--- src/rtl/fwd_net.sv ---
// Operand-forwarding network at the decode->execute boundary. It picks the youngest matching
// producer for each read port, flags load-use hazards, and holds forwarded values while stalled.
module fwd_net #(
  parameter int unsigned NR        = 2,
  parameter int unsigned NS        = 3,
  parameter int unsigned AW        = 5,
  parameter int unsigned DW        = 32,
  parameter bit          ZERO_SKIP = 1'b1
) (
  input  logic             clk,
  input  logic             rst,
  input  logic             flush_i,
  input  logic             stall_i,
  input  logic [NR*AW-1:0] rd_addr_i,
  input  logic [NS-1:0]    prod_we_i,
  input  logic [NS-1:0]    prod_rdy_i,
  input  logic [NS*AW-1:0] prod_waddr_i,
  input  logic [NS*DW-1:0] prod_wdata_i,
  output logic [NR-1:0]    fwd_sel_o,
  output logic [NR*DW-1:0] fwd_data_o,
  output logic [NR-1:0]    hazard_o,
  output logic             stall_req_o
);

  typedef enum logic {LIVE = 1'b0, HELD = 1'b1} state_e;

  logic [NR*AW-1:0] rd_addr_q;
  logic [NS-1:0]    prod_we_q;
  logic [NS-1:0]    prod_rdy_q;
  logic [NS*AW-1:0] prod_waddr_q;
  logic [NS*DW-1:0] prod_wdata_q;

  state_e           state_q [NR];
  state_e           state_d [NR];
  logic [DW-1:0]    hold_q  [NR];
  logic [DW-1:0]    hold_d  [NR];

  logic [AW-1:0]    addr_c  [NR];
  logic             hit_c   [NR];
  logic             rdy_c   [NR];
  logic [DW-1:0]    data_c  [NR];

  // Operand addresses freeze while the consumer is stalled; producers are always re-sampled.
  always_ff @(posedge clk) begin
    if (rst || flush_i) begin
      rd_addr_q    <= '0;
      prod_we_q    <= '0;
      prod_rdy_q   <= '0;
      prod_waddr_q <= '0;
      prod_wdata_q <= '0;
    end else begin
      if (!stall_i) rd_addr_q <= rd_addr_i;
      prod_we_q    <= prod_we_i;
      prod_rdy_q   <= prod_rdy_i;
      prod_waddr_q <= prod_waddr_i;
      prod_wdata_q <= prod_wdata_i;
    end
  end

  // Per-port hold FSM state register.
  always_ff @(posedge clk) begin
    if (rst) begin
      for (int p = 0; p < NR; p++) begin
        state_q[p] <= LIVE;
        hold_q[p]  <= '0;
      end
    end else begin
      for (int p = 0; p < NR; p++) begin
        state_q[p] <= state_d[p];
        hold_q[p]  <= hold_d[p];
      end
    end
  end

  // The lowest-indexed matching producer wins, even if an older one already has data.
  always_comb begin
    fwd_sel_o  = '0;
    fwd_data_o = '0;
    hazard_o   = '0;
    for (int p = 0; p < NR; p++) begin
      state_d[p] = state_q[p];
      hold_d[p]  = hold_q[p];
      addr_c[p]  = rd_addr_q[p*AW +: AW];
      hit_c[p]   = 1'b0;
      rdy_c[p]   = 1'b0;
      data_c[p]  = '0;
      for (int s = 0; s < NS; s++) begin
        if (!hit_c[p] && prod_we_q[s] && (prod_waddr_q[s*AW +: AW] == addr_c[p]) &&
            !(ZERO_SKIP && (addr_c[p] == '0))) begin
          hit_c[p]  = 1'b1;
          rdy_c[p]  = prod_rdy_q[s];
          data_c[p] = prod_wdata_q[s*DW +: DW];
        end
      end

      case (state_q[p])
        LIVE: begin
          fwd_sel_o[p] = hit_c[p] && rdy_c[p];
          hazard_o[p]  = hit_c[p] && !rdy_c[p];
          if (hit_c[p] && rdy_c[p]) fwd_data_o[p*DW +: DW] = data_c[p];
          if (stall_i && hit_c[p] && rdy_c[p]) begin
            state_d[p] = HELD;
            hold_d[p]  = data_c[p];
          end
        end
        HELD: begin
          fwd_sel_o[p]            = 1'b1;
          fwd_data_o[p*DW +: DW] = hold_q[p];
          if (!stall_i) state_d[p] = LIVE;
        end
        default: state_d[p] = LIVE;
      endcase

      if (flush_i) begin
        state_d[p] = LIVE;
        hold_d[p]  = '0;
      end
    end
  end

  assign stall_req_o = |hazard_o;

endmodule

--- config.mk ---
export PLATFORM = sky130hd
export DESIGN_NAME = fwd_net
export DESIGN_NICKNAME = d
export VERILOG_FILES = /design/src/rtl/fwd_net.sv
export SDC_FILE = /design/constraint.sdc
export NUM_CORES = 1
export LEC_CHECK = 0
export ABC_AREA = 0
export BUFFER_PORTS_ARGS = -buffer_cell sky130_fd_sc_hd__buf_4
export CAP_MARGIN = 20
export CORE_MARGIN = 4
export CORE_UTILIZATION = 30
export CTS_CLUSTER_DIAMETER = 100
export DETAILED_ROUTE_END_ITERATION = 10
export PLACE_DENSITY_LB_ADDON = 0.3
export SLEW_MARGIN = 25
export SYNTH_ARGS = -nofsm -noshare
export SYNTH_HDL_FRONTEND = slang
export SYNTH_SLANG_ARGS = --single-unit
--- constraint.sdc ---
create_clock -name clk -period 2.7 [get_ports clk]
set_input_delay 0.135 -clock clk [delete_from_list [all_inputs] [get_ports clk]]
set_output_delay 0.135 -clock clk [all_outputs]
set_load 0.01 [all_outputs]
After elaboration in Yosys (flattened, before gate mapping)

Memories as Yosys holds them, arrays and structs flattened.
Index checks and enable logic that the tools add are counted.

Add/sub/neg operators: 0
Multipliers: 0
Divide/modulo/power cells: 0
Magnitude comparators: 0
Equality and inequality tests: 6
Shift operators: 0
Mux-type cells: 46
Bitwise logic cells: 6
Reduce and logical (&&, ||, !) cells: 36

Operators with widths:

| operator                            | number |
|---|---|
| 32-bit two-way mux                  | 16 |
| 32-bit case mux with 2 select lines | 2 |
| 5-bit == test                       | 6 |
| 1-bit logical AND                   | 24 |
| 1-bit two-way mux                   | 24 |
| 5-bit zero test                     | 2 |
| 1-bit zero test                     | 8 |
| 1-bit case mux with 2 select lines  | 4 |
| 1-bit bitwise OR                    | 4 |
| 1-bit inverter                      | 2 |
| 2-bit OR reduction                  | 1 |
| 1-bit logical OR                    | 1 |

Register bits after elaboration: 127
Bits in latches: 0
RAM bits: 66
ROM bits: 0
Input port bits: 131
Logic and storage cells: 101
Memories: 2

Memory list:

| memory  | depth | width | rd ports | clocked after Yosys merged registers in | write ports | line | source |
|---|---|---|---|---|---|---|---|
| hold_q  | 2     | 32    | 2        | 0                                       | 2           | 35   | `logic [DW-1:0] hold_q [NR];` |
| state_q | 2     | 1     | 2        | 0                                       | 2           | 33   | `state_e state_q [NR];` |

Depth between registers and ports, before layout

Depth after elaboration: 20
Mapped depth: 9

Least setup slack after synthesis

No wires, ideal clock.

Path kind: register to output
From: register rd_addr_q[9]
To: output port fwd_data_o[32]
Arrival time: 2.174 ns
Required time: 2.565 ns
Path slack: 0.391 ns
Stages on the path, launching flop included: 9
Path buffers: 2
Cell sequence: dfxtp_1 -> clkbuf_1 -> xnor2_1 -> nand4_1 -> nor3_1 -> o31ai_2 -> nor3_1 -> buf_2 -> a22o_1

Cells in the longest elaborated chain, start to end: 17
Elaborated cells between the ends (all ways): 27
Classes of those cells: eq/ne: 3; mux: 11; reduce/logical: 13

Ends and longest elaborated chain:

| what                                                        | line   | source |
|---|---|---|
| start, declared                                             | 27     | `logic [NR*AW-1:0] rd_addr_q;` |
| start signal, assigned                                      | 52     | `if (!stall_i) rd_addr_q <= rd_addr_i;` |
| 5-bit == test / 5-bit zero test (equally long branches)     | 88, 89 |  |
| 1-bit logical AND / 1-bit zero test (equally long branches) | 88, 89 |  |
| 1-bit logical AND                                           | 88     | `if (!hit_c[p] && prod_we_q[s] && (prod_waddr_q[s*AW +: AW] == addr_c[p]) &&` |
| 1-bit two-way mux                                           | 88     |  |
| 1-bit zero test                                             | 88     |  |
| 1-bit logical AND (3 in series)                             | 88     |  |
| 1-bit two-way mux                                           | 88     |  |
| 1-bit zero test                                             | 88     |  |
| 1-bit logical AND (3 in series)                             | 88     |  |
| 1-bit two-way mux                                           | 88     |  |
| 1-bit logical AND                                           | 100    | `if (hit_c[p] && rdy_c[p]) fwd_data_o[p*DW +: DW] = data_c[p];` |
| 32-bit two-way mux (*)                                      | 100    |  |
| 32-bit case mux with 2 select lines (*)                     | 96     | `case (state_q[p])` |
| end, declared                                               | 20     | `output logic [NR*DW-1:0] fwd_data_o,` |

Every way passes the cells marked *; elsewhere a longest branch is shown, timed or not.

Final worst setup path

From: register rd_addr_q[1]
To: output port fwd_data_o[16]

The elaborated chain is that of the path after synthesis.

==> reports/results.md <==
| Item | This run | Unit |
| --- | --- | --- |
| Startpoint Class | register | - |
| Synth Area in Compound Gates | 18.3 | % |
| Number of distinct standard cells referenced by the synthesized netlist | 33 | - |
| Clock input transition at the sequential cells of the worst setup and hold paths | 0.08 | ns |
| VDD IR max | 414 | uV |
| Wire length of the first global-routing pass | 50,700 | um |
| Crit Path Category | reg -> out | - |
| Worst clock skew | 0.0132 | ns |
| Sequential share of the synthesized area | 42.5 | % |
| Worst rel slew slack | 36.8 | % |
| Post-DRT Antenna Nets | 0 | - |
| Power per Cell Area | 437 | nW/um^2 |
| Post-synthesis adder-cell area fraction | 0 | % |
| CORE AREA | 29,800 | um^2 |
| Fin area | 14,000 | um^2 |
| Number of pins with negative max-slew slack in the final report | 0 | - |
| Post-route minimum period | 2.88 | ns |
| Max Cap Viol | 0 | - |
| Post-Synthesis Mean Instance Area | 8.90 | um^2 |
| Total iterations of the first detailed-routing run | 5 | - |
| Final Routed Wirelength | 33,000 | um |
| Post-synth top area cell | dfxtp_1 | - |
| Antenna cell count | 0 | - |
| Clock net sink count | 193 | - |
| Launching instance or port of the critical path | rd_addr_q[1]$_SDFFE_PP0N_ | - |
| Horizontal die dimension | 182 | um |
| Measured slew at the worst slew-check pin | 0.949 | ns |
| Leakage power of the design | 5.42 | nW |
| CP Max Fanout | 17 | - |
| Post-route setup TNS | -8.60 | ns |
| Count of input and output buffers | 199 | - |
| Period utilisation layout | 107 | % |
| # rows | 63 | - |
| CTS Root Cell | clkbuf_16 | - |
| I/O pin cnt | 200 | - |
| Cell Count Post-Placement | 1,553 | - |
| Power, Total | 6.13 | mW |
| Max frequency | 0.347 | GHz |
| Insertion delay to the later sink of the worst-skew pair | 0.44 | ns |
| CTS H-tree depth | 4 | - |
| Proportion of layout cells with a drive suffix above 1 | 27.0 | % |
| Post-synthesis share of cell area spent on and, or, nand and nor gates | 23.5 | % |
| Required time of the worst setup path | 2.57 | ns |
| Layout Utilization | 47.0 | % |
| Top cells by area, synth | dfxtp_1 42%, mux2i_1 8.1%, and2_1 8.1% | - |
| Final estimated routing congestion in global placement | 0.840 | - |
| Initial standard-cell utilization of the core | 30.5 | % |
| Depth of the most critical reg-to-reg path | 10 | - |
| Area share of the largest cell type after synthesis | 42.5 | % |
| Initial antenna violation count | 0 | - |
| Setup violations, final | 66 | - |
| Mapped Cells | 1,022 | - |
| Setup slack at placement | 0.0811 | ns |
| Worst-case hold slack | 0.101 | ns |
| Setup slack of the worst register-to-register path | 0.03 | ns |
| Most repeated cell in the gate-level netlist after synthesis | dfxtp_1 | - |
| Top cells by instance count after synthesis | 193 x dfxtp_1, 135 x nand2_1, 118 x and2_1 | - |
| TritonCTS buffer count | 17 | - |
| Final standard cell count with taps included and fillers excluded | 1,751 | - |
| Largest net degree at the start of global routing | 183 | - |
| Final count of hold timing violations | 0 | - |
| Status | finished with violations | - |
| Worst hold-check path type | in -> reg | - |
| Number of enable flip-flop cells after synthesis | 0 | - |
| TritonCTS clock tree | built | - |
| # nets final | 1,480 | - |
| Parity-gate share of the synthesized area counting xor and xnor cells | 2.89 | % |
| Main combinational cell family by area after synthesis | simple AND/OR/NAND/NOR gates | - |
| Violations in the final reports | setup timing | - |
| Worst setup path endpoint | fwd_data_o[16] | - |
| DR iter-0 viols | 654 | - |
| Destination of the worst register-to-register timing path | hold_q[0][17]$_SDFFE_PP0P_ | - |
| GRT Total Usage | 19.3 | % |
| CP Capture Type | output pin | - |
| Post-DP HPWL | 19,700 | um |
| Share of async-settable or async-resettable flops after synthesis | 0 | % |
| Routed via count | 9,034 | - |
| Cell area after placement | 11,100 | um^2 |
| Routed via count divided by cell count | 5.16 | - |
| Remaining global-route overflow | 0 | - |
| Number of global-route vias before repair | 9,220 | - |
| Flops & latches, synth | 193 | - |
| Multiplexer fraction of the synthesized cell area | 8.15 | % |
| Die area | 33,200 | um^2 |
| Wire per inst | 18.8 | um |
| Largest buffer count on any clock path | 2 | - |
| Mapped cell area | 9090 | um^2 |
| Critical path data arrival time | 2.74 | ns |
| Setup repair after global routing missed its margin | yes | - |
| Area growth from synthesis to final layout | 54.2 | % |
| Number of fill cells | 2,777 | - |
| Setup WS post-layout | -0.178 | ns |
| Primary flip-flop cell chosen by synthesis mapping | dfxtp_1 | - |
| Count of warnings emitted by yosys | 0 | - |
| Reg2reg start | rd_addr_q[2]$_SDFFE_PP0N_ | - |
| Total nets after synthesis | 1,153 | - |
| DR DRC count | 0 | - |
| Die H | 182 | um |
cells by family after synthesis:
kind of cell              after synthesis
DFF                                   193
and+or+nand+nor                       431
xor gates and xnor gates               30
muxes                                  74
AOI/OAI and AO/OA                     199
buffers and inverters                  95
cells in the final DEF (no fill, tap or decap), drive strengths merged:
| master | netlist | layout |
|---|---|---|
| nand4 | 8 | 8 |
| xor2 | 1 | 1 |
| nor3 | 9 | 9 |
| buf | 24 | 270 |
| or3 | 4 | 4 |
| a311o | 64 | 64 |
| a22o | 64 | 64 |
| clkbuf | 69 | 23 |
| nor2b | 2 | 2 |
| or4 | 2 | 2 |
| or2 | 1 | 1 |
| inv | 2 | 4 |
| clkinvlp | 0 | 2 |
| nand3 | 64 | 64 |
| a211oi | 2 | 2 |
| bufinv | 0 | 1 |
| o31ai | 2 | 2 |
| nor4 | 1 | 1 |
| nand2 | 135 | 135 |
| o22ai | 1 | 1 |
| xnor2 | 29 | 29 |
| dfxtp | 193 | 193 |
| dlygate4sd3 | 0 | 127 |
| a31oi | 64 | 64 |
| mux2i | 74 | 74 |
| clkinv | 0 | 6 |
| nor4b | 4 | 4 |
| bufbuf | 0 | 1 |
| and2 | 118 | 118 |
| nor2 | 83 | 83 |
| o21ai | 2 | 2 |
worst max-delay path, stage by stage (launching register included):
cell     delay [ns]
dfxtp_4        0.34
or4_4          0.54
nor2_4         0.15
buf_12         0.13
nor4b_4        0.04
buf_4          0.17
o31ai_4        0.23
nor3_4         0.07
buf_6          0.14
buf_12         0.14
a22o_1         0.21
buf_6          0.13
state kept, by name, indices dropped and copies added, names as in the netlist:
name / flops
prod_we_q: 3
prod_waddr_q: 15
hold_q: 64
prod_wdata_q: 96
rd_addr_q: 10
state_q: 2
prod_rdy_q: 3
worst min path at each step:
stage                startpoint                     endpoint  slack, ns  cells past startpoint
2_1_floorplan     prod_rdy_i[0]     prod_rdy_q[0]$_SDFF_PP0_       0.26                      1
3_3_place_gp   prod_wdata_i[59]  prod_wdata_q[59]$_SDFF_PP0_       0.34                      2
3_5_place_dp   prod_wdata_i[11]  prod_wdata_q[11]$_SDFF_PP0_       0.34                      2
4_1_cts                 stall_i     state_q[0][0]$_SDFF_PP0_       0.07                      3
5_1_grt                 stall_i     state_q[0][0]$_SDFF_PP0_       0.09                      3
6_report                stall_i     state_q[0][1]$_SDFF_PP0_       0.10                      3
layer usage:
layer	track usage [%]	vias to the layer above	wire length [um]
met2	32.5	359	16000
met5	0	-	0
met3	4.31	48	2290
li1	-	4315	-
met1	24.4	4312	14000
met4	6.39	0	632
final cells by class:
class                   count  area (um^2)  share of cell area, %
clock inverters            11          108                  0.768
well taps                 390          488                   3.48
clock buffers              20          447                   3.19
multi-input cells         734         5160                   36.8
repair buffers            401         3930                   28.0
inverters                   2         7.51                 0.0536
flip-flops and latches    193         3880                   27.7
what timing repair did:
| item | 4_1_cts | 5_1_grt |
|---|---|---|
| hold endpoints to repair | 127 | 0 |
| gates cloned | 5 | 3 |
| setup buffers | 28 | 6 |
| setup endpoints to repair | 68 | 103 |
| hold buffers | 127 | 0 |
| pin swaps | 19 | 19 |
| resized for setup | 123 | 39 |
power by group:
part / internal, mW / total, mW / switching, mW
clock network: 1.30 / 2.47 / 1.17
registers: 2.92 / 2.97 / 0.0544
logic: 0.405 / 0.686 / 0.281
No activity file was read; power rests on OpenSTA's default activity.
